`src/rtl/router_pkg.sv`:
```
// Shared types and constants for the source-side router receiver.
package router_pkg;
  localparam int DATA_W   = 8;
  localparam int LEN_W    = 6;
  localparam int ADDR_W   = 2;
  localparam int NUM_DEST = 3;

  localparam logic [ADDR_W-1:0] ADDR_INVALID = 2'b11;

  typedef enum logic [2:0] {
    IDLE,
    PAYLOAD,
    PARITY,
    CHECK,
    DROP
  } state_e;
endpackage

```
`src/rtl/router_hold_reg.sv`:
```
// One-entry hold register between the packet parser and the destination FIFOs;
// it steers the held byte to its FIFO and reports the full-flag stall.
module router_hold_reg
  import router_pkg::*;
(
  input  logic                clk,
  input  logic                reset,
  input  logic                load,
  input  logic [DATA_W-1:0]   load_data,
  input  logic [ADDR_W-1:0]   load_dest,
  input  logic [NUM_DEST-1:0] fifo_full,
  output logic                full_stall,
  output logic [NUM_DEST-1:0] fifo_wr_en,
  output logic [DATA_W-1:0]   fifo_wdata
);

  logic              hold_vld_p1;
  logic [DATA_W-1:0] hold_data_p1;
  logic [ADDR_W-1:0] hold_dest_p1;
  logic              dest_full;
  logic              drain;

  always_comb begin
    dest_full  = 1'b0;
    fifo_wr_en = '0;
    for (int i = 0; i < NUM_DEST; i++) begin
      if (hold_dest_p1 == ADDR_W'(i)) dest_full = fifo_full[i];
    end
    drain      = hold_vld_p1 & ~dest_full;
    full_stall = hold_vld_p1 & dest_full;
    for (int i = 0; i < NUM_DEST; i++) begin
      fifo_wr_en[i] = drain & (hold_dest_p1 == ADDR_W'(i));
    end
    fifo_wdata = drain ? hold_data_p1 : '0;
  end

  // p1: accepted byte waits here until its FIFO has room
  always_ff @(posedge clk or negedge reset) begin
    if (!reset) begin
      hold_vld_p1  <= 1'b0;
      hold_dest_p1 <= '0;
    end else begin
      if (load) begin
        hold_vld_p1  <= 1'b1;
        hold_dest_p1 <= load_dest;
      end else if (drain) begin
        hold_vld_p1  <= 1'b0;
      end
    end
  end

  always_ff @(posedge clk) begin
    if (load) hold_data_p1 <= load_data;
  end

endmodule

```
`src/rtl/router_src_rx.sv`:
```
// Source-side packet receiver: parses header/payload/parity framing, checks
// length, address and parity, and forwards valid-address bytes to one FIFO.
module router_src_rx
  import router_pkg::*;
(
  input  logic                clk,
  input  logic                reset,
  input  logic                pkt_valid,
  input  logic [DATA_W-1:0]   data_in,
  input  logic [NUM_DEST-1:0] fifo_full,
  output logic                busy,
  output logic                error,
  output logic [NUM_DEST-1:0] fifo_wr_en,
  output logic [DATA_W-1:0]   fifo_wdata
);

  state_e            state, state_n;
  logic [ADDR_W-1:0] dest;
  logic [LEN_W-1:0]  count;
  logic [DATA_W-1:0] parity_acc;
  logic              len_err, addr_err, par_err;

  logic              full_stall;
  logic              payload_phase, parity_phase;
  logic              accept, hdr_acc, pay_acc, par_acc, len_flag;
  logic              hold_load;
  logic [ADDR_W-1:0] load_dest;
  logic [ADDR_W-1:0] hdr_addr;
  logic [LEN_W-1:0]  hdr_len;

  assign hdr_addr = data_in[ADDR_W-1:0];
  assign hdr_len  = data_in[DATA_W-1:ADDR_W];

  // DROP reuses the payload/parity rules, selected by whether bytes remain
  always_comb begin
    busy          = full_stall | (state == CHECK);
    payload_phase = (state == PAYLOAD) | ((state == DROP) & (count != '0));
    parity_phase  = (state == PARITY)  | ((state == DROP) & (count == '0));
    accept        = ~busy & (((state == IDLE) & pkt_valid) | payload_phase | parity_phase);
    hdr_acc       = accept & (state == IDLE);
    pay_acc       = accept & payload_phase & pkt_valid;
    par_acc       = accept & ((payload_phase & ~pkt_valid) | parity_phase);
    len_flag      = (payload_phase & ~pkt_valid) | (parity_phase & pkt_valid);
    hold_load     = (hdr_acc & (hdr_addr != ADDR_INVALID))
                  | (accept & ((state == PAYLOAD) | (state == PARITY)));
    load_dest     = hdr_acc ? hdr_addr : dest;
    state_n       = state;
    case (state)
      IDLE: begin
        if (hdr_acc) begin
          if (hdr_addr == ADDR_INVALID) state_n = DROP;
          else if (hdr_len == '0)       state_n = PARITY;
          else                          state_n = PAYLOAD;
        end
      end
      PAYLOAD: begin
        if (par_acc)                                  state_n = CHECK;
        else if (pay_acc && (count == LEN_W'(1)))     state_n = PARITY;
      end
      PARITY:  if (par_acc) state_n = CHECK;
      DROP:    if (par_acc) state_n = CHECK;
      CHECK:   state_n = IDLE;
      default: state_n = IDLE;
    endcase
  end

  always_ff @(posedge clk or negedge reset) begin
    if (!reset) state <= IDLE;
    else        state <= state_n;
  end

  // p0: per-packet bookkeeping updated on each accepted byte
  always_ff @(posedge clk or negedge reset) begin
    if (!reset) begin
      dest       <= '0;
      count      <= '0;
      parity_acc <= '0;
      len_err    <= 1'b0;
      addr_err   <= 1'b0;
      par_err    <= 1'b0;
      error      <= 1'b0;
    end else begin
      if (hdr_acc) begin
        dest       <= hdr_addr;
        count      <= hdr_len;
        parity_acc <= data_in;
        len_err    <= 1'b0;
        addr_err   <= (hdr_addr == ADDR_INVALID);
        par_err    <= 1'b0;
        error      <= 1'b0;
      end
      if (pay_acc) begin
        parity_acc <= parity_acc ^ data_in;
        count      <= count - LEN_W'(1);
      end
      if (par_acc) begin
        par_err <= (parity_acc != data_in);
        if (len_flag) len_err <= 1'b1;
      end
      if (state == CHECK) error <= par_err | len_err | addr_err;
    end
  end

  router_hold_reg u_hold (
    .clk        (clk),
    .reset      (reset),
    .load       (hold_load),
    .load_data  (data_in),
    .load_dest  (load_dest),
    .fifo_full  (fifo_full),
    .full_stall (full_stall),
    .fifo_wr_en (fifo_wr_en),
    .fifo_wdata (fifo_wdata)
  );

endmodule
```
`config.mk`:
```
export PLATFORM = sky130hd
export DESIGN_NAME = router_src_rx
export DESIGN_NICKNAME = d
export VERILOG_FILES = /design/src/rtl/router_pkg.sv /design/src/rtl/router_hold_reg.sv /design/src/rtl/router_src_rx.sv
export SDC_FILE = /design/constraint.sdc
export NUM_CORES = 1
export LEC_CHECK = 0
export BUFFER_PORTS_ARGS = -buffer_cell sky130_fd_sc_hd__buf_2
export CORE_AREA = 2 2 71 73
export DETAILED_ROUTE_END_ITERATION = 8
export DIE_AREA = 0 0 73 75
export PLACE_DENSITY = 0.64
export SLEW_MARGIN = 20
export SYNTH_ARGS = -nofsm -noshare
export SYNTH_HDL_FRONTEND = slang
export SYNTH_SLANG_ARGS = --single-unit
```
`constraint.sdc`:
```
create_clock -name clk -period 2 [get_ports clk]
set_input_delay 0.6 -clock clk [delete_from_list [all_inputs] [get_ports clk]]
set_output_delay 0.6 -clock clk [all_outputs]
set_load 0.02 [all_outputs]
```
==> key figures, run 1 <==
Status
  • Outcome: complete, but fails checks
  • Failing checks: negative setup slack

Floorplan
  • Core area: 0.004661 mm²
  • Vert. Die Dim: 75 µm
  • IO Pins: 27
  • Die W: 73 µm
  • Row cnt: 25
  • Total Die Area: 0.005475 mm²
  • Initial Utilization: 43.46%

Logic synthesis
  • Yosys reg bits: 34
  • Avg Cell Area, Syn: 9.786 µm²
  • Post-synth ARST share: 76.47%
  • Leading post-synthesis cells by cell area: dfrtp_1 (32%), edfxtp_1 (12%), mux2i_1 (5.4%)
  • Post-Synth Simple-Gate Area: 20.32%
  • Synthesized cell area: 0.002026 mm²
  • Warnings, synthesis: 0
  • Post-Syn Nets: 223
  • Compound-cell area share of the yosys netlist: 18.22%
  • Largest family of logic cells by synthesized area: simple AND/OR/NAND/NOR gates
  • Syn Inst Count: 207
  • Post-synth EDFFs: 8
  • Post-synthesis xor/xnor area fraction: 3.891%
  • Share of the synthesized area in the top cell type: 32.12%
  • Area leader, netlist: dfrtp_1
  • Ys flop type: dfrtp_1
  • Mux cell area share after synthesis: 8.215%
  • Adder-cell area share of the yosys netlist: 1.729%
  • Unique masters post-synth: 48
  • Register area share after synthesis: 43.98%

Critical path
  • Critical path fanouts, max: 3
  • Worst EP required: 1.40 ns
  • CP endpoint kind: primary output
  • Worst path arrival time: 1.67 ns
  • CP Cell Sequence: mux2i_4 > nor2_2 > a31oi_2 > and2_4 > nor3b_4 > buf_6
  • Worst Setup Start Kind: flip-flop
  • Max incr delay on CP: 0.40 ns
  • Crit path kind: flip-flop to primary output
  • Highest-delay cell along the critical path: dfrtp_2

Timing
  • Final setup margin: -0.2674 ns
  • Clock skew: 0.009435 ns
  • Final setup vio count: 28
  • Crit path time final: 2.267 ns
  • Achievable Freq: 0.4410 GHz
  • Fin crit share: 113.4%
  • Final Hold Viols: 0
  • Count of final max-slew check failures: 0
  • Slew of the pin with the lowest slew margin: 0.6171 ns
  • Slew margin rel.: 58.86%
  • RSZ-0062 raised after global routing: yes

Power and ir drop
  • Max IR drop VDD: 0.7652 mV
  • Leakage Power: 1.331 nW
  • Total power: 5.150 mW
  • PD cells: 1740 mW/mm²

Flow run
  • Max-cap violations: 0

Final layout
  • Fin util: 63.49%
  • Non-Filler Instances: 337
  • Final #Nets: 298
  • Most common cell after layout, fill and taps aside: buf_4
  • P&R area growth vs syn: 46.08%
  • Most frequent cells in the layout: buf_4 (43), nand2_1 (25), dfrtp_1 (24)
  • Diode count: 0
  • Layout cells sized above 1: 42.76%

Global routing
  • First-pass GRT wire length: 8.418 mm
  • Vias in the first global route: 1755
  • Largest net degree at the start of global routing: 27
  • Total GRT Usage: 20.51%
  • Total gr overflow: 0
  • Antenna violations before repair: 0

Min path
  • Worst min path class: input pin to asynchronous set/reset pin

Detailed routing
  • Iter 0 DRT Violations: 109
  • Vias per std cell: 5.466
  • WL final: 5.231 mm
  • Via count: 1842
  • WL/cell: 15.52 µm
  • Antenna viol nets, final: 0
  • Drt pass-1 iters: 4
  • DRC: 0

Clock network
  • Worst-path clk slew: 0.07 ns
  • H-tree depth: 2
  • Clock latency on the worst-skew pair: 0.29 ns
  • CTS max path bufs: 2
  • # hold bufs at CTS: 0
  • Clk root buf: clkbuf_8
  • CTS tree: built
  • CTS sink cnt: 34
  • Inserted Clock Buffers: 5

Place
  • Cells after DPL: 316
  • # port buffers: 26
  • GPL Wtd Cong: 0.8956
  • Post-DP HPWL: 3.576 mm
cells in the mapped netlist, types with 5 or more instances:
cell / n
nor3_1: 6
mux2_2: 5
mux2i_1: 11
nor2_1: 7
nand3_1: 8
clkbuf_1: 6
a21oi_1: 21
nor3b_1: 5
and3_1: 10
edfxtp_1: 8
xnor2_1: 8
inv_1: 5
o21ai_0: 6
dfrtp_1: 26
nand2_1: 28
path summary, 6_finish.rpt:
kind	start	endpoint	slack, ns	cells past startpoint
setup / recovery	u_hold.hold_dest_p1[1]$_DFFE_PN0P_	fifo_wr_en[0]	-0.27	6
hold / removal	reset	parity_acc[4]$_DFFE_PN0P_	0.32	1
setup reg to reg	u_hold.hold_dest_p1[1]$_DFFE_PN0P_	u_hold.hold_dest_p1[1]$_DFFE_PN0P_	-0.22	10
hold reg to reg	len_err$_DFF_PN0_	len_err$_DFF_PN0_	0.51	1
max in group asynchronous	reset	u_hold.hold_dest_p1[1]$_DFFE_PN0P_	1.24	1
min in group clk	len_err$_DFF_PN0_	len_err$_DFF_PN0_	0.51	1
repair_timing:
action | 4_1_cts | 5_1_grt
setup endpoints to repair | 13 | 36
gates resized for setup | 32 | 29
pin swaps | 4 | 16
setup buffers | 6 | 8
flip-flops by register name, summed over array words and instances, names as in the netlist:
signal and count:
u_hold.hold_data_p1 8, u_hold.hold_vld_p1 1, parity_acc 8, par_err 1, addr_err 1, len_err 1, state 3, count 6
dest 2, u_hold.hold_dest_p1 2, error 1
per-stage QoR:
step	setup WS [ns]	hold slack, ns	instance area, µm²	setup TNS [ns]
after floorplan	-0.1243	0.3044	2071	-0.4013
after global placement	-0.1752	0.4755	2514	-2.149
after detailed placement	-0.1956	0.4942	2514	-2.330
after CTS	-0.2805	0.3442	2806	-3.096
after global routing	-0.3723	0.3652	2959	-7.306
final	-0.2674	0.3204	2959	-4.364
routing by layer:
metal  vias to the layer above  wire, µm  GRT usage, %
met5                         -         0             0
met4                         0        83         8.025
li1                        919         -             -
met1                       880      2506         26.76
met2                        36      2491         33.43
met3                         7       149         4.418
worst max-delay path, delay by kind of cell, from the launching register on:
kind / cells / cell delay [ns]
simple gates: 3 / 0.41
flops: 1 / 0.40
mux: 1 / 0.26
compound gates: 1 / 0.17
buf+inv: 1 / 0.14
cell type report:
cell class                 instances  area (µm²)
clock inverter                     3       68.82
timing repair buffer              79       649.4
fill                             376        1702
inverter                           5       18.77
clock buffer                       5       68.82
sequential                        34       893.4
multi-input combinational        157        1192
tap                               54       67.56
cells by family (layout without fill, tap and decap cells):
logic type | count (synthesis) | in the layout
buf+inv | 16 | 92
mux | 16 | 16
fa+ha+maj | 3 | 3
compound gates | 51 | 51
flops | 34 | 34
xor+xnor | 9 | 9
simple gates | 78 | 78
power breakdown:
group | total, mW | internal (mW) | leakage, nW | switching [mW]
clock | 0.763 | 0.499 | 0.0683 | 0.264
sequential | 1.35 | 1.07 | 0.396 | 0.277
combinational | 3.04 | 1.64 | 0.867 | 1.40
total | 5.15 | 3.21 | 1.33 | 1.94
(Power assumes the default switching activity.)
==> run 2: changes to the inputs <==
BUFFER_PORTS_ARGS = not set   (was -buffer_cell sky130_fd_sc_hd__buf_2)
DONT_BUFFER_PORTS = 1   (was not set)
PLACE_DENSITY = 0.59   (was 0.64)
RECOVER_POWER = 25   (was not set)
TNS_END_PERCENT = 30   (was not set)
==> key figures, run 2 (synthesized netlist as in run 1, its figures left out) <==
Critical path
  • R2R cell count: 5 (was 10)
  • Worst reg2reg path endpoint: count[5]$_DFFE_PN0P_ (was u_hold.hold_dest_p1[1]$_DFFE_PN0P_)
  • FF-to-FF setup slack: 0.07 ns (was -0.22 ns)
  • Worst EP required: 1.40 ns (about the same)
  • Crit path kind: flip-flop to primary output (unchanged)
  • Worst Setup Start Kind: flip-flop (unchanged)
  • Worst r2r src: count[2]$_DFFE_PN0P_ (was u_hold.hold_dest_p1[1]$_DFFE_PN0P_)
  • Worst path arrival time: 1.63 ns (was 1.67 ns)
  • CP endpoint kind: primary output (unchanged)
  • Critical path fanouts, max: 3 (unchanged)

Clock network
  • Clk root buf: clkbuf_8 (unchanged)
  • Inserted Clock Buffers: 5 (unchanged)
  • CTS tree: built (unchanged)
  • Worst-path clk slew: 0.07 ns (about the same)
  • Clock latency on the worst-skew pair: 0.29 ns (about the same)
  • CTS sink cnt: 34 (unchanged)
  • H-tree depth: 2 (unchanged)
  • CTS max path bufs: 2 (unchanged)

Status
  • Outcome: complete, but fails checks (unchanged)
  • Failing checks: negative setup slack (unchanged)

Timing
  • Final setup margin: -0.2320 ns (was -0.2674 ns)
  • RSZ-0062 raised after global routing: yes (unchanged)
  • Slew of the pin with the lowest slew margin: 1.469 ns (was 0.6171 ns)
  • Hold slack final: 0.4005 ns (was 0.3204 ns)
  • Final Hold Viols: 0 (unchanged)
  • Count of final max-slew check failures: 0 (unchanged)
  • Final setup vio count: 11 (was 28)
  • Clock skew: 0.006050 ns (was 0.009435 ns)
  • Crit path time final: 2.232 ns (was 2.267 ns)
  • Slew margin rel.: 2.083% (was 58.86%)
  • Achievable Freq: 0.4480 GHz (was 0.4410 GHz)
  • Fin crit share: 111.6% (was 113.4%)
  • TNS Setup: -2.078 ns (was -4.364 ns)

Final layout
  • P&R area growth vs syn: 22.24% (was 46.08%)
  • Most frequent cells in the layout: nand2_1 (27), dfrtp_1 (24), buf_4 (22) (was buf_4 (43), nand2_1 (25), dfrtp_1 (24))
  • Diode count: 0 (unchanged)
  • Number of fillers in the final layout: 421 (was 376)
  • Fin util: 53.13% (was 63.49%)
  • Top flop regs: parity_acc: 8 flops, u_hold.hold_data_p1: 8 flops, count: 6 flops (unchanged)
  • Final #Nets: 244 (was 298)
  • Most common cell after layout, fill and taps aside: nand2_1 (was buf_4)
  • Final instance area: 0.002476 mm² (was 0.002959 mm²)
  • Layout cells sized above 1: 27.51% (was 42.76%)

Global routing
  • Total GRT Usage: 19.88% (was 20.51%)
  • Vias in the first global route: 1696 (was 1755)
  • Largest net degree at the start of global routing: 27 (unchanged)
  • First-pass GRT wire length: 8.355 mm (was 8.418 mm)
  • Antenna violations before repair: 0 (unchanged)
  • Total gr overflow: 0 (unchanged)

Floorplan
  • Row cnt: 25 (unchanged)
  • Vert. Die Dim: 75 µm (unchanged)
  • Die W: 73 µm (unchanged)
  • IO Pins: 27 (unchanged)
  • Core area: 0.004661 mm² (unchanged)
  • Initial Utilization: 43.46% (unchanged)
  • Total Die Area: 0.005475 mm² (unchanged)

Power and ir drop
  • Design internal power: 2.692 mW (was 3.211 mW)
  • Max IR drop VDD: 0.6626 mV (was 0.7652 mV)
  • PD cells: 1814 mW/mm² (was 1740 mW/mm²)
  • Sw Pwr: 1.800 mW (was 1.939 mW)
  • Flop pwr share: 30.6% (was 26.2%)
  • Leakage Power: 1.020 nW (was 1.331 nW)
  • Sw frac: 40.06% (was 37.66%)
  • Clk pwr share: 16.9% (was 14.8%)
  • Combinational fraction of design power: 52.5% (was 58.9%)

Detailed routing
  • WL final: 4.880 mm (was 5.231 mm)
  • Antenna viol nets, final: 0 (unchanged)
  • DRC: 0 (unchanged)
  • Via count: 1668 (was 1842)
  • Drt pass-1 iters: 4 (unchanged)
  • Iter 0 DRT Violations: 142 (was 109)
  • Vias per std cell: 5.894 (was 5.466)
  • WL/cell: 17.24 µm (was 15.52 µm)

Min path
  • Worst Hold End: u_hold.hold_data_p1[3]$_DFFE_PP_
  • Worst min path class: input pin to flip-flop (was input pin to asynchronous set/reset pin)
  • Hold Path Origin: data_in[3]
  • Cells on Worst Hold Path: 0

Place
  • GPL Wtd Cong: 0.9380 (was 0.8956)
  • # port buffers: 0 (was 26)
  • Post-DP HPWL: 3.482 mm (was 3.576 mm)
  • Placed cell area: 0.002256 mm² (was 0.002514 mm²)

Flow run
  • Max-cap violations: 0 (unchanged)
[run 2: cell count changes in the layout (fill, tap and decap cells not counted), sizes merged]
cell    before  now
buf         79   24
clkbuf       5    6
[run 2: metrics by stage]
stage | setup WS, ns | cells | power [mW]
4_1_cts | -0.2545 | 283 | 4.478
2_1_floorplan | -0.1243 | 207 | 2.910
6_report | -0.2320 | 283 | 4.492
3_3_place_gp | -0.02703 | 273 | 3.455
3_5_place_dp | -0.06821 | 273 | 3.535
5_1_grt | -0.3109 | 283 | 4.819
[run 2: what timing repair did]
action | in CTS | in global routing
endpoints found under the hold margin | 26 | 0
endpoints found under the setup margin | 12 | 29
pin swaps | 11 | 1
gates cloned | 0 | 0
hold buffers | 1 | 0
resized for setup | 24 | 5
setup buffers | 1 | 0
[run 2: critical path, cell delays in order, from the launching register on]
cell     delay (ns)
dfrtp_1        0.40
mux2i_4        0.26
nor2_2         0.05
a31oi_2        0.17
and2_4         0.17
nor3b_4        0.29
[run 2: worst max-delay path by stage]
stage	from	endpoint	cells past startpoint
global route	u_hold.hold_dest_p1[1]$_DFFE_PN0P_	fifo_wr_en[2]	5
global placement	fifo_full[0]	fifo_wr_en[0]	5
finish	u_hold.hold_dest_p1[1]$_DFFE_PN0P_	fifo_wr_en[2]	5
CTS	u_hold.hold_dest_p1[1]$_DFFE_PN0P_	fifo_wr_en[2]	5
floorplan	fifo_full[0]	fifo_wr_en[0]	5
detailed placement	fifo_full[0]	fifo_wr_en[2]	5
[run 2: layer usage]
layer / up-vias / global-route usage (%) / routed length, µm
li1: 803 / - / -
met1: 811 / 26.13 / 2143
met2: 47 / 32.53 / 2479
met3: 7 / 5.087 / 209
met4: 0 / 5.967 / 46
met5: - / 0 / 0
[run 2: power groups by stage]
stage | logic (mW) | registers (mW) | clock network (mW)
after CTS | 2.34 | 1.37 | 0.765
final | 2.36 | 1.38 | 0.758
after global routing | 2.60 | 1.42 | 0.799
after detailed placement | 2.17 | 1.37 | 0
after floorplan | 1.59 | 1.32 | 0
after global placement | 2.11 | 1.35 | 0
[run 2: final cells by class]
| cell class | instances | area [µm²] | area share [%] |
|---|---|---|---|
| Multi-Input combinational cell | 157 | 1172 | 47.35 |
| Sequential cell | 34 | 893.4 | 36.08 |
| Timing Repair Buffer | 25 | 191.4 | 7.731 |
| Clock buffer | 5 | 68.82 | 2.779 |
| Tap cell | 54 | 67.56 | 2.729 |
| Clock inverter | 3 | 63.81 | 2.577 |
| Inverter | 5 | 18.77 | 0.7580 |
==> run 3: changes to the inputs <==
CORE_AREA = 2 2 98 53   (was 2 2 71 73)
DIE_AREA = 0 0 100 55   (was 0 0 73 75)
PLACE_DENSITY = 0.58   (was 0.59)
clock period = 2.3 ns   (was 2 ns; I/O delays follow)
==> key figures, run 3 (synthesized netlist as in run 1, its figures left out) <==
Clock network
  • CTS tree: built (unchanged)
  • CTS sink cnt: 34 (unchanged)
  • Clk root buf: clkbuf_8 (unchanged)
  • Inserted Clock Buffers: 5 (unchanged)
  • Clock latency on the worst-skew pair: 0.29 ns (about the same)
  • Worst-path clk slew: 0.08 ns (was 0.07 ns)
  • H-tree depth: 2 (unchanged)
  • CTS max path bufs: 2 (unchanged)

Global routing
  • Total gr overflow: 0 (unchanged)
  • Antenna violations before repair: 0 (unchanged)
  • Vias in the first global route: 1464 (was 1696)
  • First-pass GRT wire length: 7.576 mm (was 8.355 mm)
  • Total GRT Usage: 18.76% (was 19.88%)
  • Largest net degree at the start of global routing: 27 (unchanged)

Critical path
  • WP buf/inv: 0 (unchanged)
  • Delay-heaviest family, CP: simple AND/OR/NAND/NOR gates (unchanged)
  • R2R cell count: 5 (unchanged)
  • Worst path arrival time: 1.66 ns (was 1.63 ns)
  • Max incr delay on CP: 0.41 ns (was 0.40 ns)
  • Critical path fanouts, max: 3 (unchanged)
  • CP endpoint kind: primary output (unchanged)
  • CP Cell Sequence: mux2i_4 > nor2_2 > a31oi_2 > and2_4 > nor3b_4 (unchanged)
  • Highest-delay cell along the critical path: dfrtp_1 (unchanged)
  • Worst EP required: 1.61 ns (was 1.40 ns)
  • Crit path kind: flip-flop to primary output (unchanged)
  • Worst path depth: 5 (unchanged)
  • Worst Setup Start Kind: flip-flop (unchanged)

Floorplan
  • Vert. Die Dim: 55 µm (was 75 µm)
  • Row cnt: 18 (was 25)
  • Die W: 100 µm (was 73 µm)
  • Initial Utilization: 43.24% (was 43.46%)
  • Core area: 0.004684 mm² (was 0.004661 mm²)
  • Total Die Area: 0.005500 mm² (was 0.005475 mm²)
  • IO Pins: 27 (unchanged)

Detailed routing
  • Via count: 1621 (was 1668)
  • Drt pass-1 iters: 4 (unchanged)
  • DR top layer: met4 (unchanged)
  • Met3 WL: 343 µm (was 209 µm)
  • Iter 0 DRT Violations: 97 (was 142)
  • Met2 wire len: 2.107 mm (was 2.479 mm)
  • DRC: 0 (unchanged)
  • Vias per std cell: 5.895 (was 5.894)
  • WL/cell: 17.34 µm (was 17.24 µm)
  • Metal1 wirelength: 2.297 mm (was 2.143 mm)
  • Antenna viol nets, final: 0 (unchanged)
  • WL final: 4.769 mm (was 4.880 mm)

Power and ir drop
  • Sw Pwr: 1.459 mW (was 1.800 mW)
  • PD cells: 1486 mW/mm² (was 1814 mW/mm²)
  • Combinational fraction of design power: 49.6% (was 52.5%)
  • Design internal power: 1.929 mW (was 2.692 mW)
  • Flop pwr share: 37.6% (was 30.6%)
  • Clk pwr share: 12.8% (was 16.9%)
  • Sw frac: 43.08% (was 40.06%)
  • Max IR drop VDD: 0.5274 mV (was 0.6626 mV)
  • Leakage Power: 0.9340 nW (was 1.020 nW)

Min path
  • Worst min path class: input pin to asynchronous set/reset pin (was input pin to flip-flop)

Flow run
  • Max-cap violations: 0 (unchanged)

Place
  • # port buffers: 0 (unchanged)
  • Post-DP HPWL: 3.373 mm (was 3.482 mm)
  • GPL Wtd Cong: 0.8708 (was 0.9380)
  • Placed cell area: 0.002165 mm² (was 0.002256 mm²)

Final layout
  • Top flop regs: parity_acc: 8 flops, u_hold.hold_data_p1: 8 flops, count: 6 flops (unchanged)
  • Most frequent cells in the layout: nand2_1 (28), dfrtp_1 (25), a21oi_1 (21) (was nand2_1 (27), dfrtp_1 (24), buf_4 (22))
  • Most common cell after layout, fill and taps aside: nand2_1 (unchanged)
  • P&R area growth vs syn: 12.54% (was 22.24%)
  • Final instance area: 0.002280 mm² (was 0.002476 mm²)
  • Diode count: 0 (unchanged)
  • Layout cells sized above 1: 21.86% (was 27.51%)
  • Final #Nets: 230 (was 244)

Timing
  • Fin crit share: 102.1%
  • RSZ-0062 raised after global routing: yes (unchanged)
  • Clock skew: 0.008308 ns (was 0.006050 ns)
  • Final setup margin: -0.04832 ns (was -0.2320 ns)
  • Achievable Freq: 0.4258 GHz
  • TNS Setup: -0.09710 ns (was -2.078 ns)
  • Final setup vio count: 4 (was 11)
  • Slew of the pin with the lowest slew margin: 0.5391 ns (was 1.469 ns)
  • Crit path time final: 2.348 ns
  • Slew margin rel.: 64.06% (was 2.083%)
  • Count of final max-slew check failures: 0 (unchanged)
  • Final Hold Viols: 0 (unchanged)

Status
  • Outcome: complete, but fails checks (unchanged)
  • Failing checks: negative setup slack (unchanged)
## run 3: changes by cell type in the layout (fill, tap and decap cells not counted), moves of 2 or more
cell / previous run / this run
and3_2: 1 / 9
and3_4: 8 / 0
bufinv_16: 2 / 0
buf_6: 2 / 0
buf_4: 22 / 11
## run 3: routing by layer
| metal | up-vias | track usage [%] |
|---|---|---|
| met5 | - | 0 |
| met4 | 0 | 5.023 |
| met3 | 4 | 4.899 |
| met2 | 41 | 29.17 |
| met1 | 798 | 26.41 |
| li1 | 778 | - |
## run 3: layout make-up
cell class	count	area, µm²
Sequential cell	34	892.1
Timing Repair Buffer	11	82.58
Inverter	5	18.77
Tap cell	60	75.07
Clock buffer	5	68.82
Fill cell	425	2405
Multi-Input combinational cell	157	1126
Clock inverter	3	16.27
## run 3: path summary, 6_finish.rpt
kind	startpoint	to	slack [ns]
max in group asynchronous	reset	state[0]$_DFFE_PN0P_	2.12
worst min-delay path	reset	parity_acc[3]$_DFFE_PN0P_	0.09
worst max register to register	u_hold.hold_dest_p1[1]$_DFFE_PN0P_	u_hold.hold_data_p1[7]$_DFFE_PP_	0.28
min in group clk	data_in[3]	u_hold.hold_data_p1[3]$_DFFE_PP_	0.49
worst min register to register	addr_err$_DFFE_PN0P_	addr_err$_DFFE_PN0P_	0.50
worst max-delay path	u_hold.hold_dest_p1[1]$_DFFE_PN0P_	fifo_wr_en[0]	-0.05
## run 3: per-stage QoR
step | setup slack (ns) | total power, mW | std cells | hold WS [ns] | utilization (%)
finish | -0.04832 | 3.388 | 275 | 0.08970 | 48.66
floorplan | -0.004395 | 2.529 | 207 | 0.3944 | -
detailed placement | -0.02846 | 2.902 | 266 | 0.3949 | 46.21
global placement | 0.07987 | 2.836 | 266 | 0.3949 | 46.21
global route | -0.1319 | 3.628 | 275 | 0.06825 | 48.66
CTS | -0.04667 | 3.373 | 275 | 0.08354 | 48.48
## run 3: repair_timing
action	4_1_cts	5_1_grt
resized for setup	10	3
setup endpoints to repair	12	12
setup buffers	1	0
hold buffers	0	0
## run 3: power groups by stage
stage,Clock [mW],Sequential [mW],Combinational [mW]
floorplan,0,1.15,1.38
global placement,0,1.25,1.59
detailed placement,0,1.27,1.63
CTS,0.445,1.26,1.66
global route,0.477,1.32,1.83
finish,0.434,1.28,1.68
## run 3: worst reg2reg max path: cells and delay by family, from the launching register on
| family | cells | cell delay [ns] |
|---|---|---|
| buffers and inverters | 2 | 0.40 |
| AO/OA/AOI/OAI | 2 | 0.67 |
| multiplexers | 1 | 0.26 |
| flip-flops | 1 | 0.41 |
